===== config.mk =====
export PLATFORM = sky130hd
export DESIGN_NAME = uart_tx_buf
export DESIGN_NICKNAME = d
export VERILOG_FILES = /design/src/rtl/uart_pkg.sv /design/src/rtl/uart_baud_cnt.sv /design/src/rtl/uart_tx_buf.sv
export SDC_FILE = /design/constraint.sdc
export NUM_CORES = 1
export LEC_CHECK = 0
export BUFFER_PORTS_ARGS = -buffer_cell sky130_fd_sc_hd__buf_2
export CORE_UTILIZATION = 38
export DETAILED_ROUTE_END_ITERATION = 8
export REMOVE_ABC_BUFFERS = 1
export SLEW_MARGIN = 40
export SYNTH_ARGS = -nofsm -noshare
export SYNTH_HDL_FRONTEND = slang
export SYNTH_SLANG_ARGS = --single-unit

===== constraint.sdc =====
create_clock -name i_clk -period 2.2 [get_ports i_clk]
set_clock_uncertainty 0.2 [all_clocks]
set_input_delay 0.11 -clock i_clk [delete_from_list [all_inputs] [get_ports i_clk]]
set_output_delay 0.11 -clock i_clk [all_outputs]
set_load 0.02 [all_outputs]

===== src/rtl/uart_pkg.sv =====
// Shared definitions for the UART stages.
//   CLKS_PER_BIT_DEF : default baud divider (50 MHz / 115200)
//   FRAME_BITS       : 8N1 frame length in bit periods (start + 8 data + stop)
//   DATA_BITS        : payload bits per frame
//   tx_state_e       : transmitter FSM encoding
//   is_pow2()        : parameter sanity helper
package uart_pkg;

  localparam int unsigned CLKS_PER_BIT_DEF = 434;
  localparam int unsigned FRAME_BITS       = 10;
  localparam int unsigned DATA_BITS        = 8;

  typedef enum logic [2:0] {
    StIdle  = 3'd0,
    StFetch = 3'd1,
    StLoad  = 3'd2,
    StStart = 3'd3,
    StData  = 3'd4,
    StStop  = 3'd5
  } tx_state_e;

  function automatic bit is_pow2(input int unsigned v);
    return (v != 0) && ((v & (v - 1)) == 0);
  endfunction

endpackage


===== src/rtl/uart_baud_cnt.sv =====
// Baud-period counter. Counts clock cycles and pulses o_bit_done on the last
// cycle of each bit period; restarts at 0 after every bit and while i_clear
// is held.
// Ports:
//   i_clk      : system clock
//   i_rst      : asynchronous active-high reset
//   i_clear    : hold the count at 0 (used outside timed states)
//   o_bit_done : high on the final cycle of a bit period
module uart_baud_cnt
  import uart_pkg::*;
#(
  parameter int unsigned CLKS_PER_BIT = CLKS_PER_BIT_DEF
) (
  input  logic i_clk,
  input  logic i_rst,
  input  logic i_clear,
  output logic o_bit_done
);

  localparam logic [15:0] LastCnt = 16'(CLKS_PER_BIT - 1);

  logic [15:0] r_cnt;

  assign o_bit_done = (r_cnt == LastCnt) && !i_clear;

  always_ff @(posedge i_clk or posedge i_rst) begin
    if (i_rst) begin
      r_cnt <= '0;
    end else if (i_clear || o_bit_done) begin
      r_cnt <= '0;
    end else begin
      r_cnt <= r_cnt + 16'd1;
    end
  end

endmodule


===== src/rtl/uart_tx_buf.sv =====
// UART transmitter fed from a synchronous frame-buffer RAM. Each single-cycle
// request fetches the byte at the current read address and sends it 8N1,
// LSB first. The read address advances once per byte and wraps at DEPTH.
// Ports:
//   i_clk      : system clock
//   i_rst      : asynchronous active-high reset
//   i_req      : single-cycle request to send the next byte
//   i_addr_clr : synchronous pulse, sets the read address to 0
//   o_rd_addr  : buffer read address (registered)
//   i_rd_data  : buffer read data, valid one clock after o_rd_addr changes
//   o_tx       : UART line, idles high (registered)
//   o_tx_busy  : high while a byte is being fetched or sent
module uart_tx_buf
  import uart_pkg::*;
#(
  parameter int unsigned CLKS_PER_BIT = CLKS_PER_BIT_DEF,
  parameter int unsigned DEPTH        = 512,
  parameter int unsigned AW           = $clog2(DEPTH)
) (
  input  logic          i_clk,
  input  logic          i_rst,
  input  logic          i_req,
  input  logic          i_addr_clr,
  output logic [AW-1:0] o_rd_addr,
  input  logic [7:0]    i_rd_data,
  output logic          o_tx,
  output logic          o_tx_busy
);

  if (CLKS_PER_BIT < 2 || CLKS_PER_BIT > 65535) begin : g_bad_cpb
    $error("uart_tx_buf: CLKS_PER_BIT out of range");
  end
  if (!is_pow2(DEPTH) || (AW != $clog2(DEPTH))) begin : g_bad_depth
    $error("uart_tx_buf: DEPTH must be a power of two and AW = log2(DEPTH)");
  end

  tx_state_e     r_state, w_state_d;
  logic [7:0]    r_shift, w_shift_d;
  logic [2:0]    r_bit_cnt, w_bit_cnt_d;
  logic [AW-1:0] r_rd_addr, w_rd_addr_d;
  logic          r_tx, w_tx_d;
  logic          r_busy, w_busy_d;
  logic          w_bit_done;
  logic          w_baud_clr;

  // Counter only runs in the bit-timed states, so it is at 0 on entry to each.
  assign w_baud_clr = !((r_state == StStart) || (r_state == StData) || (r_state == StStop));

  uart_baud_cnt #(
    .CLKS_PER_BIT(CLKS_PER_BIT)
  ) u_baud_cnt (
    .i_clk     (i_clk),
    .i_rst     (i_rst),
    .i_clear   (w_baud_clr),
    .o_bit_done(w_bit_done)
  );

  always_comb begin
    w_state_d   = r_state;
    w_shift_d   = r_shift;
    w_bit_cnt_d = r_bit_cnt;
    w_tx_d      = 1'b1;

    case (r_state)
      StIdle: begin
        if (i_req) begin
          w_state_d = StFetch;
        end
      end
      // RAM read latency: rd_data for the current address lands next cycle.
      StFetch: begin
        w_state_d = StLoad;
      end
      StLoad: begin
        w_shift_d   = i_rd_data;
        w_bit_cnt_d = '0;
        w_state_d   = StStart;
      end
      StStart: begin
        if (w_bit_done) begin
          w_state_d = StData;
        end
      end
      StData: begin
        if (w_bit_done) begin
          w_shift_d = {1'b0, r_shift[7:1]};
          if (r_bit_cnt == 3'(DATA_BITS - 1)) begin
            w_bit_cnt_d = '0;
            w_state_d   = StStop;
          end else begin
            w_bit_cnt_d = r_bit_cnt + 3'd1;
          end
        end
      end
      StStop: begin
        if (w_bit_done) begin
          w_state_d = StIdle;
        end
      end
      default: begin
        w_state_d = StIdle;
      end
    endcase

    // Line value is computed for the state being entered so o_tx is a flop.
    case (w_state_d)
      StStart: w_tx_d = 1'b0;
      StData:  w_tx_d = w_shift_d[0];
      default: w_tx_d = 1'b1;
    endcase
  end

  // Clear wins over the post-load increment; the byte already latched is unaffected.
  always_comb begin
    w_rd_addr_d = r_rd_addr;
    if (i_addr_clr) begin
      w_rd_addr_d = '0;
    end else if (r_state == StLoad) begin
      w_rd_addr_d = r_rd_addr + AW'(1);
    end
  end

  assign w_busy_d = (w_state_d != StIdle);

  always_ff @(posedge i_clk or posedge i_rst) begin
    if (i_rst) begin
      r_state   <= StIdle;
      r_shift   <= '0;
      r_bit_cnt <= '0;
      r_rd_addr <= '0;
      r_tx      <= 1'b1;
      r_busy    <= 1'b0;
    end else begin
      r_state   <= w_state_d;
      r_shift   <= w_shift_d;
      r_bit_cnt <= w_bit_cnt_d;
      r_rd_addr <= w_rd_addr_d;
      r_tx      <= w_tx_d;
      r_busy    <= w_busy_d;
    end
  end

  assign o_rd_addr = r_rd_addr;
  assign o_tx      = r_tx;
  // Requester samples busy in the same cycle its req is high.
  assign o_tx_busy = r_busy || (i_req && (r_state == StIdle));

endmodule


==> results of run 1 <==
## layout by cell type, fill, tap and decap left out, types with 3 or more instances in the layout
cell type,count
nand4_1,6
nor3_1,4
a21oi_1,5
buf_4,19
dlygate4sd3_1,10
o21ai_0,9
nand2_1,26
nand3_1,7
a22oi_1,6
xor2_1,13
clkbuf_8,6
ha_1,5
inv_1,6
nor2_1,34
or4_4,3
xnor2_1,7
dfrtp_1,40
buf_2,22
## critical path: cells and delay by family, from the launching register on
| kind | cells | cell delay [ns] |
|---|---|---|
| flops | 1 | 0.38 |
| simple gates | 2 | 1.10 |
| mux | 1 | 0.32 |
| compound gates | 2 | 0.22 |
## metal layers
metal,GRT usage,up-vias,wire [um]
li1,-,822,-
met1,0.2136,750,1951
met2,0.2422,19,1894
met3,0.04016,5,105
met4,0.04403,0,40
met5,0,-,0
## power by group through the flow
stage	clock (mW)	combinational, mW	sequential [mW]
after detailed placement	0	0.0371	0.780
after global placement	0	0.0365	0.780
after floorplan	0	0.0176	0.778
after CTS	0.532	0.0507	0.765
after global routing	0.565	0.0567	0.766
final	0.510	0.0490	0.765
## worst max path at each step
stage                                        start                  endpoint  depth (start not counted)
global route         u_baud_cnt.r_cnt[2]$_DFF_PP0_            o_tx$_DFF_PP1_                          5
finish               u_baud_cnt.r_cnt[2]$_DFF_PP0_            o_tx$_DFF_PP1_                          5
floorplan                     r_state[0]$_DFF_PP0_  o_rd_addr[5]$_DFFE_PP0P_                          4
global placement     u_baud_cnt.r_cnt[2]$_DFF_PP0_            o_tx$_DFF_PP1_                          5
detailed placement   u_baud_cnt.r_cnt[2]$_DFF_PP0_            o_tx$_DFF_PP1_                          5
CTS                 u_baud_cnt.r_cnt[11]$_DFF_PP0_            o_tx$_DFF_PP1_                          5
## sequential cells by signal, summed over array words and instances (netlist names)
signal,flops
o_tx,1
r_busy,1
r_state,3
r_shift,8
o_rd_addr,9
u_baud_cnt.r_cnt,16
r_bit_cnt,3
## cells by family (layout without fill, tap and decap cells)
kind of cell               Yosys count  in the layout
AOI/OAI and AO/OA                   29             29
xor gates and xnor gates            20             20
adders and majority gates            5              5
buffers and inverters               13             67
DFF                                 41             41
muxes                                3              3
and+or+nand+nor                     99             99
## per-stage QoR
stage	instances	setup TNS, ns	area, um^2	worst slack, ns
2_1_floorplan	203	-1.439	1986	-0.2406
3_3_place_gp	313	-0.06876	2331	-0.06876
5_1_grt	334	-1.066	2581	-0.1671
3_5_place_dp	313	-0.1097	2331	-0.09546
4_1_cts	332	-0.09512	2544	-0.09512
6_report	334	-0.3034	2581	-0.09646
## final cells by class
cell class | instances | share of cell area
clock buffer | 6 | 0.03199
clock inverter | 2 | 0.005332
inverter | 6 | 0.008725
multi-input combinational | 156 | 0.3732
sequential | 41 | 0.3980
tap | 70 | 0.03393
timing repair buffer | 53 | 0.1488
## what timing repair did
| item | CTS | global route |
|---|---|---|
| buffers inserted | 1 | 2 |
| endpoints found under the setup margin | 3 | 25 |
| hold buffers | 10 | 0 |
| hold endpoints to repair | 58 | 0 |
| pin swaps | 1 | 4 |
| resized for setup | 1 | 7 |
==> metrics.md, run 1 <==
| Metric | Value |
|---|---|
| Final Util | 0.5054 |
| Most frequent CP cell | or4_4 |
| Clock Tree Buf Depth | 2 |
| Post-synthesis register bit count | 41 |
| TritonCTS buffer count | 5 |
| Gr ovfl total | 0 |
| DP Wirelength | ~2800 um |
| Initial antenna violation count | 0 |
| Vias/cell | about 4.8 |
| DR pass1 iterations | 4 |
| Die Height | 74.79 um |
| Synth Area in Simple Gates | 0.2380 |
| Gp weighted congestion | between 0.7 and 0.8 |
| Area contributors post-synth | dfrtp_1 50%, nor2_1 6.5%, xor2_1 5.7% |
| Register Area | between 1000 and 1500 um^2 |
| First-pass GRT wire length | about 6600 um |
| Status | finished with violations |
| Fillers | 493 |
| Fin. Hold Viols | 0 |
| Ports | 23 |
| Ys flop type | dfrtp_1 |
| Crit start category | register |
| Seq pwr share | 0.578 |
| Post-synth EDFFs | 0 |
| Worst-path cell chain | or4_4, or4_4, mux2_4, o21ai_2, o2bb2ai_1 |
| CP arrival | between 2 and 2.5 ns |
| Max stage delay on crit path | ~0.57 ns |
| CTS root buffer | clkbuf_8 |
| Crit path max fanout | 3 |
| Starting Density | 0.3942 |
| Hold slack | 0.1844 ns |
| Post-Synth Adder-Cell Area | 0.03108 |
| Period Utilization, post-route | 1.044 |
| Hold Startpoint | i_rd_data[0] |
| Syn-to-layout area delta | 28.22% |
| Static leakage power | 1.250 nW |
| Gr usage total | 0.1552 |
| Synth unique cells | 39 |
| Worst r2r path cells | 5 |
| Failing checks | negative setup slack |
| FF-to-FF setup slack | -0.1 ns |
| Hold Crit Endpoint | o_tx$_DFF_PP1_ |
| Compound-cell area share of the yosys netlist | 0.09136 |
| # diodes | 0 |
| Maximum vdd ir drop | roughly 0.32 mV |
| Combinational share of power | 0.037 |
| Hold depth | 5 |
| Min cycle time layout | between 2 and 2.5 ns |
| Via count | 1596 |
| Synth warnings | 0 |
| RSZ-0062 raised after global routing | true |
| CTS tree | done |
| Pint | 1.037 mW |
| P_sw | approximately 0.29 mW |
| Final-report setup violation count | 9 |
| Reg-to-Reg Start | u_baud_cnt.r_cnt[2]$_DFF_PP0_ |
| Nets@finish | 280 |
| Vias in the first global route | 1469 |
| Top cell type's share of synthesized area | 0.4972 |
| Post-detailed-routing wire length | about 4000 um |
| Fmax | approximately 440 MHz |
| Core footprint | ~5100 um^2 |
| Power Dens Cells | slightly above 500 nW/um^2 |
| Row count | 26 |
| Post-route ant nets | 0 |
| Reg-to-reg endpoint | o_tx$_DFF_PP1_ |
| Combinational family with the most area after synthesis | simple AND/OR/NAND/NOR gates |
| Routed wire per std cell | around 12 um |
| Commonest cells post-synth | 40 x dfrtp_1, 35 x nor2_1, 27 x nand2_1 |
| CP Class | reg2reg |
| Hold/Removal Path Class | in2reg |
| Fin. max-slew vios | 0 |
| Switching fraction of total power | 0.2159 |
| Tot Pwr | between 1 and 1.5 mW |
| Xor and xnor area share after synthesis | 0.08701 |
| Share of layout cells above drive strength 1 | 0.2348 |
| Synthesized area per cell | between 9 and 10 um^2 |
| # DRC | 0 |
| Part of the power in the clock network | 0.385 |
| # port buffers | 22 |
| Slew HR | 0.6648 |
| Die area | between 5000 and 6000 um^2 |
| Clk Latency, worst-skew pair | between 0.2 and 0.3 ns |
| H-tree depth | 2 |
| Measured slew at the worst slew-check pin | ~0.5 ns |
| Max Cap Viol | 0 |
| Initial DRC count | 24 |
| Slowest cell on the critical path | or4_4 |
| Post-synthesis mux area share | 0.01740 |
| Synth area leader | dfrtp_1 |
| Die width | roughly 75 um |
| Req. time, crit path | between 2 and 2.5 ns |
| Register area share after synthesis | 0.5103 |
| Worst setup margin | -0.09646 ns |
| Pin count of the biggest net entering global routing | 42 |
| CP endpoint kind | register |
| Reg clk slew, reported paths | 0.08 ns |
| Synthesized cell area | 2013 um^2 |
| Mapped Cells | 210 |
| Clk sinks | 41 |
| Most common cell in the netlist | dfrtp_1 |
| Multi-input gate area | between 900 and 1000 um^2 |
| Async S/R FF share, synth | 1.000 |
Power figures use the tool's default switching activity.
==> inputs of run 2 (changes only) <==
- CORE_UTILIZATION: 38 -> 52
- PLACE_DENSITY: default -> 0.75
==> metrics.md, run 2 (same netlist as run 1, synthesis figures left out) <==
| Metric | Value |
|---|---|
| CTS tree | done |
| CTS root buffer | clkbuf_8 |
| Nets@finish | 278 (-0.71%) |
| Period Utilization, post-route | 1.034 (-0.009880) |
| First-pass GRT wire length | 6437 um (-2.3%) |
| Seq pwr share | 0.546 (-0.032) |
| DP Worst Slack | -0.09377 ns (+0.001692 ns) |
| Hold/Removal Path Class | in2reg |
| Req. time, crit path | 2.22 ns (about the same) |
| Die area | 4124 um^2 (-26%) |
| Largest Register | u_baud_cnt.r_cnt |
| Gr ovfl total | 0 (unchanged) |
| Pint | 1.124 mW (+8.3%) |
| Final-report setup violation count | 13 (+4) |
| Clk Latency, worst-skew pair | 0.29 ns (about the same) |
| Post-route ant nets | 0 (unchanged) |
| Combinational share of power | 0.035 (-0.002) |
| Starting Density | 0.5458 (+0.1516) |
| # DRC | 0 (unchanged) |
| Routed wire per std cell | 12.57 um (+5.2%) |
| Switching fraction of total power | 0.1983 (-0.01760) |
| RSZ-0062 raised after global routing | true |
| Gr usage total | 0.2044 (+0.04922) |
| Worst setup margin | -0.07472 ns (+0.02174 ns) |
| Crit path max fanout | 3 (unchanged) |
| Post-detailed-routing wire length | 3896 um (-2.4%) |
| Pin count of the biggest net entering global routing | 42 (unchanged) |
| Clock Tree Buf Depth | 2 (unchanged) |
| Die width | 64.22 um (-14%) |
| Maximum vdd ir drop | 0.4357 mV (+38%) |
| P_sw | 0.2780 mW (-2.7%) |
| Failing checks | negative setup slack |
| Crit start category | register |
| Fmax | 439.6 MHz (+0.96%) |
| Static leakage power | 1.251 nW (about the same) |
| Core footprint | 3689 um^2 (-28%) |
| Slew HR | 0.6661 (+0.001297) |
| FF-to-FF setup slack | -0.07 ns (+0.02 ns) |
| Vias in the first global route | 1501 (+2.2%) |
| Fin. max-slew vios | 0 (unchanged) |
| Row count | 22 (-15%) |
| Via count | 1630 (+2.1%) |
| Initial antenna violation count | 0 (unchanged) |
| Max Cap Viol | 0 (unchanged) |
| Clk sinks | 41 (unchanged) |
| Final setup TNS | -0.4300 ns (-0.1266 ns) |
| Most common cell after layout, fill and taps aside | dfrtp_1 |
| Measured slew at the worst slew-check pin | 0.5008 ns (-0.001946 ns) |
| CP arrival | 2.29 ns (-0.02 ns) |
| H-tree depth | 2 (unchanged) |
| Fin. Hold Viols | 0 (unchanged) |
| Min cycle time layout | 2.275 ns (-0.02174 ns) |
| DR pass1 iterations | 4 (unchanged) |
| Largest register FFs | 16 (unchanged) |
| CP endpoint kind | register |
| TritonCTS buffer count | 5 (unchanged) |
| DP Wirelength | 2560 um (-10%) |
| CP Class | reg2reg |
| Part of the power in the clock network | 0.419 (+0.034) |
| Status | finished with violations |
| Ports | 23 (unchanged) |
| Reg clk slew, reported paths | 0.08 ns (about the same) |
| Most frequent cells in the layout | 40 x dfrtp_1, 35 x nor2_1, 26 x nand2_1 |
| Share of layout cells above drive strength 1 | 0.2176 (-0.01729) |
| # port buffers | 22 (unchanged) |
| Syn-to-layout area delta | 26.85% |
| # diodes | 0 (unchanged) |
| Die Height | 64.22 um (-14%) |
| Initial DRC count | 160 (+570%) |
| Gp weighted congestion | 0.8181 (+6.7%) |
| Power Dens Cells | 548.9 nW/um^2 (+7.1%) |
| Vias/cell | 5.258 (+10%) |
==> run 2: stage by stage <==
step                      instance area, um^2  cells  power (mW)  hold WS (ns)  utilization
after floorplan                          1986    203      0.7960      -0.02686            -
after global placement                   2288    289      0.8155       0.05904       0.6204
after detailed placement                 2288    289      0.8161       0.05769       0.6204
after CTS                                2517    309       1.421        0.1722       0.6825
after global routing                     2554    310       1.455        0.2463       0.6923
final                                    2554    310       1.402        0.1940       0.6923
==> run 2: layout make-up <==
class | instances | area, um^2
tap | 48 | 60.06
timing repair buffer | 51 | 382.9
clock inverter | 2 | 38.79
multi-input combinational | 156 | 949.7
inverter | 6 | 22.52
clock buffer | 6 | 72.57
fill | 295 | 1135
sequential | 41 | 1027
==> run 2: worst paths after layout <==
kind                                                      from                  endpoint  cells past startpoint
worst max-delay path            u_baud_cnt.r_cnt[11]$_DFF_PP0_            o_tx$_DFF_PP1_                      5
worst min-delay path                              i_rd_data[0]            o_tx$_DFF_PP1_                      5
worst max register to register  u_baud_cnt.r_cnt[11]$_DFF_PP0_            o_tx$_DFF_PP1_                      5
worst min register to register          r_shift[4]$_DFFE_PP0P_    r_shift[4]$_DFFE_PP0P_                      2
max in group asynchronous                                i_rst            o_tx$_DFF_PP1_                      4
min in group asynchronous                                i_rst  o_rd_addr[1]$_DFFE_PP0P_                      4
==> run 2: what timing repair did <==
item                                    in CTS  in global routing
endpoints found under the hold margin       58                  0
pin swaps                                    1                  0
hold buffers                                10                  0
cloned                                       0                  1
resized for setup                            1                  3
buffers inserted                             2                  0
endpoints found under the setup margin       1                 30
==> run 2: power groups by stage <==
stage	Sequential [mW]	Clock, mW	Combinational (mW)
6_report	0.765	0.587	0.0492
5_1_grt	0.766	0.633	0.0555
4_1_cts	0.765	0.606	0.0498
3_5_place_dp	0.780	0	0.0362
3_3_place_gp	0.780	0	0.0358
2_1_floorplan	0.778	0	0.0176
==> run 2: layer usage <==
layer | global-route usage | up-vias | share of wire
li1 | - | 817 | -
met1 | 0.2596 | 773 | 0.47
met5 | 0 | - | 0
met2 | 0.3351 | 34 | 0.48
met3 | 0.05357 | 6 | 0.032
met4 | 0.07500 | 0 | 0.014
==> run 2: critical path: stages, from the launching register on <==
cell	delay (ns)
dfrtp_1	0.37
or4_1	0.52
or4_4	0.56
mux2_4	0.32
o21ai_2	0.12
o2bb2ai_2	0.10
==> inputs of run 3 (changes only) <==
- SYNTH_HIERARCHICAL: default -> 1
==> metrics.md, run 3 <==
| Metric | Value |
|---|---|
| Clk Latency, worst-skew pair | 0.29 ns (about the same) |
| # diodes | 0 (unchanged) |
| Post-Synth Adder-Cell Area | 0.02962 (-0.001454) |
| Worst setup margin | 0.07188 ns (+0.1466 ns) |
| Fmax | 469.9 MHz (+6.9%) |
| Share of layout cells above drive strength 1 | 0.2731 (+0.05552) |
| Fin. max-slew vios | 0 (unchanged) |
| Via count | 1670 (+2.5%) |
| CP Class | reg2reg |
| Nets@finish | 277 (-0.36%) |
| Min cycle time layout | 2.128 ns (-0.1466 ns) |
| Static leakage power | 1.245 nW (-0.43%) |
| CP delay by family, top | simple AND/OR/NAND/NOR gates |
| Row count | 22 (unchanged) |
| First-pass GRT wire length | 7196 um (+12%) |
| # port buffers | 22 (unchanged) |
| Max stage delay on crit path | 0.38 ns (-0.18 ns) |
| Gr usage total | 0.2207 (+0.01636) |
| Starting Density | 0.5601 (+0.01426) |
| Routed wire per std cell | 13.70 um (+9.0%) |
| Post-Place Cell Area | 2396 um^2 (+4.7%) |
| Compound-cell area share of the yosys netlist | 0.1457 (+0.05437) |
| Register area share after synthesis | 0.4864 (-0.02388) |
| Met3 usage | 0.05382 (+0.0002480) |
| Gp weighted congestion | 0.8581 (+4.9%) |
| Largest register FFs | 16 (unchanged) |
| Die area | 4320 um^2 (+4.8%) |
| Synth Area in Simple Gates | 0.2287 (-0.009363) |
| Req. time, crit path | 2.18 ns (-0.04 ns) |
| H-tree depth | 2 (unchanged) |
| CP arrival | 2.11 ns (-0.18 ns) |
| Final-report setup violation count | 0 (-13) |
| CTS root buffer | clkbuf_8 |
| Clk sinks | 41 (unchanged) |
| Maximum vdd ir drop | 0.3392 mV (-22%) |
| Met1 Use GR | 0.3042 (+0.04455) |
| Ports | 23 (unchanged) |
| Vias/cell | 5.422 (+3.1%) |
| Global route hottest layer | met2 |
| Xor and xnor area share after synthesis | 0.06220 (-0.02481) |
| Ys flop type | dfrtp_1 |
| Placed Cells | 289 (unchanged) |
| Synth unique cells | 43 (+10%) |
| DR pass1 iterations | 4 (unchanged) |
| Post-synth EDFFs | 0 (unchanged) |
| Hold slack | 0.2163 ns (+0.02236 ns) |
| Status | finished clean |
| Commonest cells post-synth | 40 x dfrtp_1, 24 x nor2_1, 14 x xnor2_1 |
| Measured slew at the worst slew-check pin | 0.6387 ns (+0.1379 ns) |
| Syn-to-layout area delta | 26.01% |
| Post-route ant nets | 0 (unchanged) |
| Post-synthesis mux area share | 0.005332 (-0.01207) |
| TritonCTS buffer count | 5 (unchanged) |
| Met2 GRT Util | 0.3393 (+0.004179) |
| Initial DRC count | 112 (-30%) |
| Period Utilization, post-route | 0.9673 (-0.06664) |
| Die Height | 65.73 um (+2.4%) |
| Combinational family with the most area after synthesis | simple AND/OR/NAND/NOR gates |
| Core footprint | 3771 um^2 (+2.2%) |
| Final non-filler cell total | 308 (-0.65%) |
| # DRC | 0 (unchanged) |
| RSZ-0062 raised after global routing | true |
| Crit start category | register |
| DP Wirelength | 2792 um (+9.0%) |
| Fin area | 2661 um^2 (+4.2%) |
| Pin count of the biggest net entering global routing | 26 (-38%) |
| Synthesized cell area | 2112 um^2 (+4.9%) |
| Fillers | 293 (-0.68%) |
| Hold/Removal Path Class | in2async |
| Die width | 65.73 um (+2.4%) |
| Synth area leader | dfrtp_1 |
| CTS tree | done |
| Post-synthesis register bit count | 41 (unchanged) |
| DP Worst Slack | -0.1199 ns (-0.02609 ns) |
| Crit path max fanout | 10 (+7) |
| Largest Register | u_baud_cnt/r_cnt |
| Slew HR | 0.5737 (-0.09241) |
| CP endpoint kind | register |
| Initial antenna violation count | 0 (unchanged) |
| Final setup TNS | 0 ns (+0.4300 ns) |
| Slowest cell on the critical path | dfrtp_1 |
| Power Dens Cells | 494.0 nW/um^2 (-10%) |
| Vias in the first global route | 1596 (+6.3%) |
| Reg clk slew, reported paths | 0.08 ns (about the same) |
| Synthesized area per cell | 10.20 um^2 (+6.4%) |
| Fin. Hold Viols | 0 (unchanged) |
| Most common cell in the netlist | dfrtp_1 |
| Post-detailed-routing wire length | 4221 um (+8.3%) |
| Worst-path cell chain | inv_1, ha_2, nor4b_4, nand4b_1, nor2_2, buf_4, nor4bb_4, o21bai_1, o221a_2 |
| Gr ovfl total | 0 (unchanged) |
| Synth warnings | 6 (+6) |
| Async S/R FF share, synth | 1.000 (unchanged) |
| Clock Tree Buf Depth | 2 (unchanged) |
| Mapped Cells | 207 (-1.4%) |
| Max Cap Viol | 0 (unchanged) |
| Most frequent cells in the layout | 40 x dfrtp_1, 22 x nor2_1, 22 x buf_2, 22 x buf_4, 14 x xnor2_1 |
| Top cell type's share of synthesized area | 0.4739 (-0.02327) |
| Area contributors post-synth | dfrtp_1 47%, xnor2_1 5.8%, nor2_1 4.3% |
| WP buf/inv | 2 (+2) |
| Most common cell after layout, fill and taps aside | dfrtp_1 |
-- run 3: worst paths after layout --
path / startpoint / cells after the start / slack (ns) / endpoint
max: u_baud_cnt/r_cnt[1]$_DFF_PP0_ / 9 / 0.07 / r_shift[0]$_DFF_PP0_
max in group asynchronous: i_rst / 3 / 1.13 / u_baud_cnt/r_cnt[2]$_DFF_PP0_
max reg2reg: u_baud_cnt/r_cnt[1]$_DFF_PP0_ / 9 / 0.07 / r_shift[0]$_DFF_PP0_
min reg2reg: r_shift[3]$_DFFE_PP0P_ / 1 / 0.29 / r_shift[3]$_DFFE_PP0P_
min in group i_clk: r_shift[3]$_DFFE_PP0P_ / 1 / 0.29 / r_shift[3]$_DFFE_PP0P_
min: i_rst / 4 / 0.22 / r_shift[3]$_DFFE_PP0P_
-- run 3: cell families (layout without fill, tap and decap cells) --
logic type,Yosys count,count (layout)
adders and majority gates,5,5
DFF,41,41
xor gates and xnor gates,15,15
buffers and inverters,20,73
and+or+nand+nor,80,80
AOI/OAI and AO/OA,45,45
muxes,1,1
-- run 3: per-stage QoR --
stage / power [mW] / util
3_5_place_dp: 0.8191 / 0.6354
6_report: 1.315 / 0.7057
2_1_floorplan: 0.7978 / -
4_1_cts: 1.323 / 0.6918
5_1_grt: 1.370 / 0.7057
3_3_place_gp: 0.8180 / 0.6354
-- run 3: power breakdown --
part | switching (mW) | leakage [nW] | internal (mW)
clock network | 0.247 | 0.0443 | 0.249
logic | 0.0254 | 0.689 | 0.0270
registers | 0.00604 | 0.512 | 0.761
total | 0.278 | 1.25 | 1.04
-- run 3: area by class of cell --
cell class / instances / area [um^2] / share of cell area
clock buffer: 7 / 86.33 / 0.03244
inverter: 10 / 37.54 / 0.01410
multi-input combinational: 146 / 1054 / 0.3959
sequential: 41 / 1027 / 0.3860
tap: 48 / 60.06 / 0.02257
timing repair buffer: 56 / 396.6 / 0.1490
-- run 3: tightest hold or removal path: stages --
cell and delay (ns):
dlygate4sd3_1 0.53, buf_2 0.13, inv_1 0.04, buf_4 0.30
-- run 3: repair_timing --
action / CTS / global route
endpoints found under the setup margin: 10 / 12
pin swaps: 1 / 3
resized for setup: 2 / 9
setup buffers: 1 / 1
endpoints found under the hold margin: 60 / 0
hold buffers: 11 / 0
-- run 3: routing by layer --
| layer | wire length [um] | part of all wire | vias up |
|---|---|---|---|
| met2 | 1917 | 0.45 | 32 |
| met4 | 49 | 0.012 | 0 |
| met3 | 142 | 0.034 | 5 |
| met1 | 2112 | 0.50 | 791 |
| li1 | - | - | 842 |
| met5 | 0 | 0 | - |
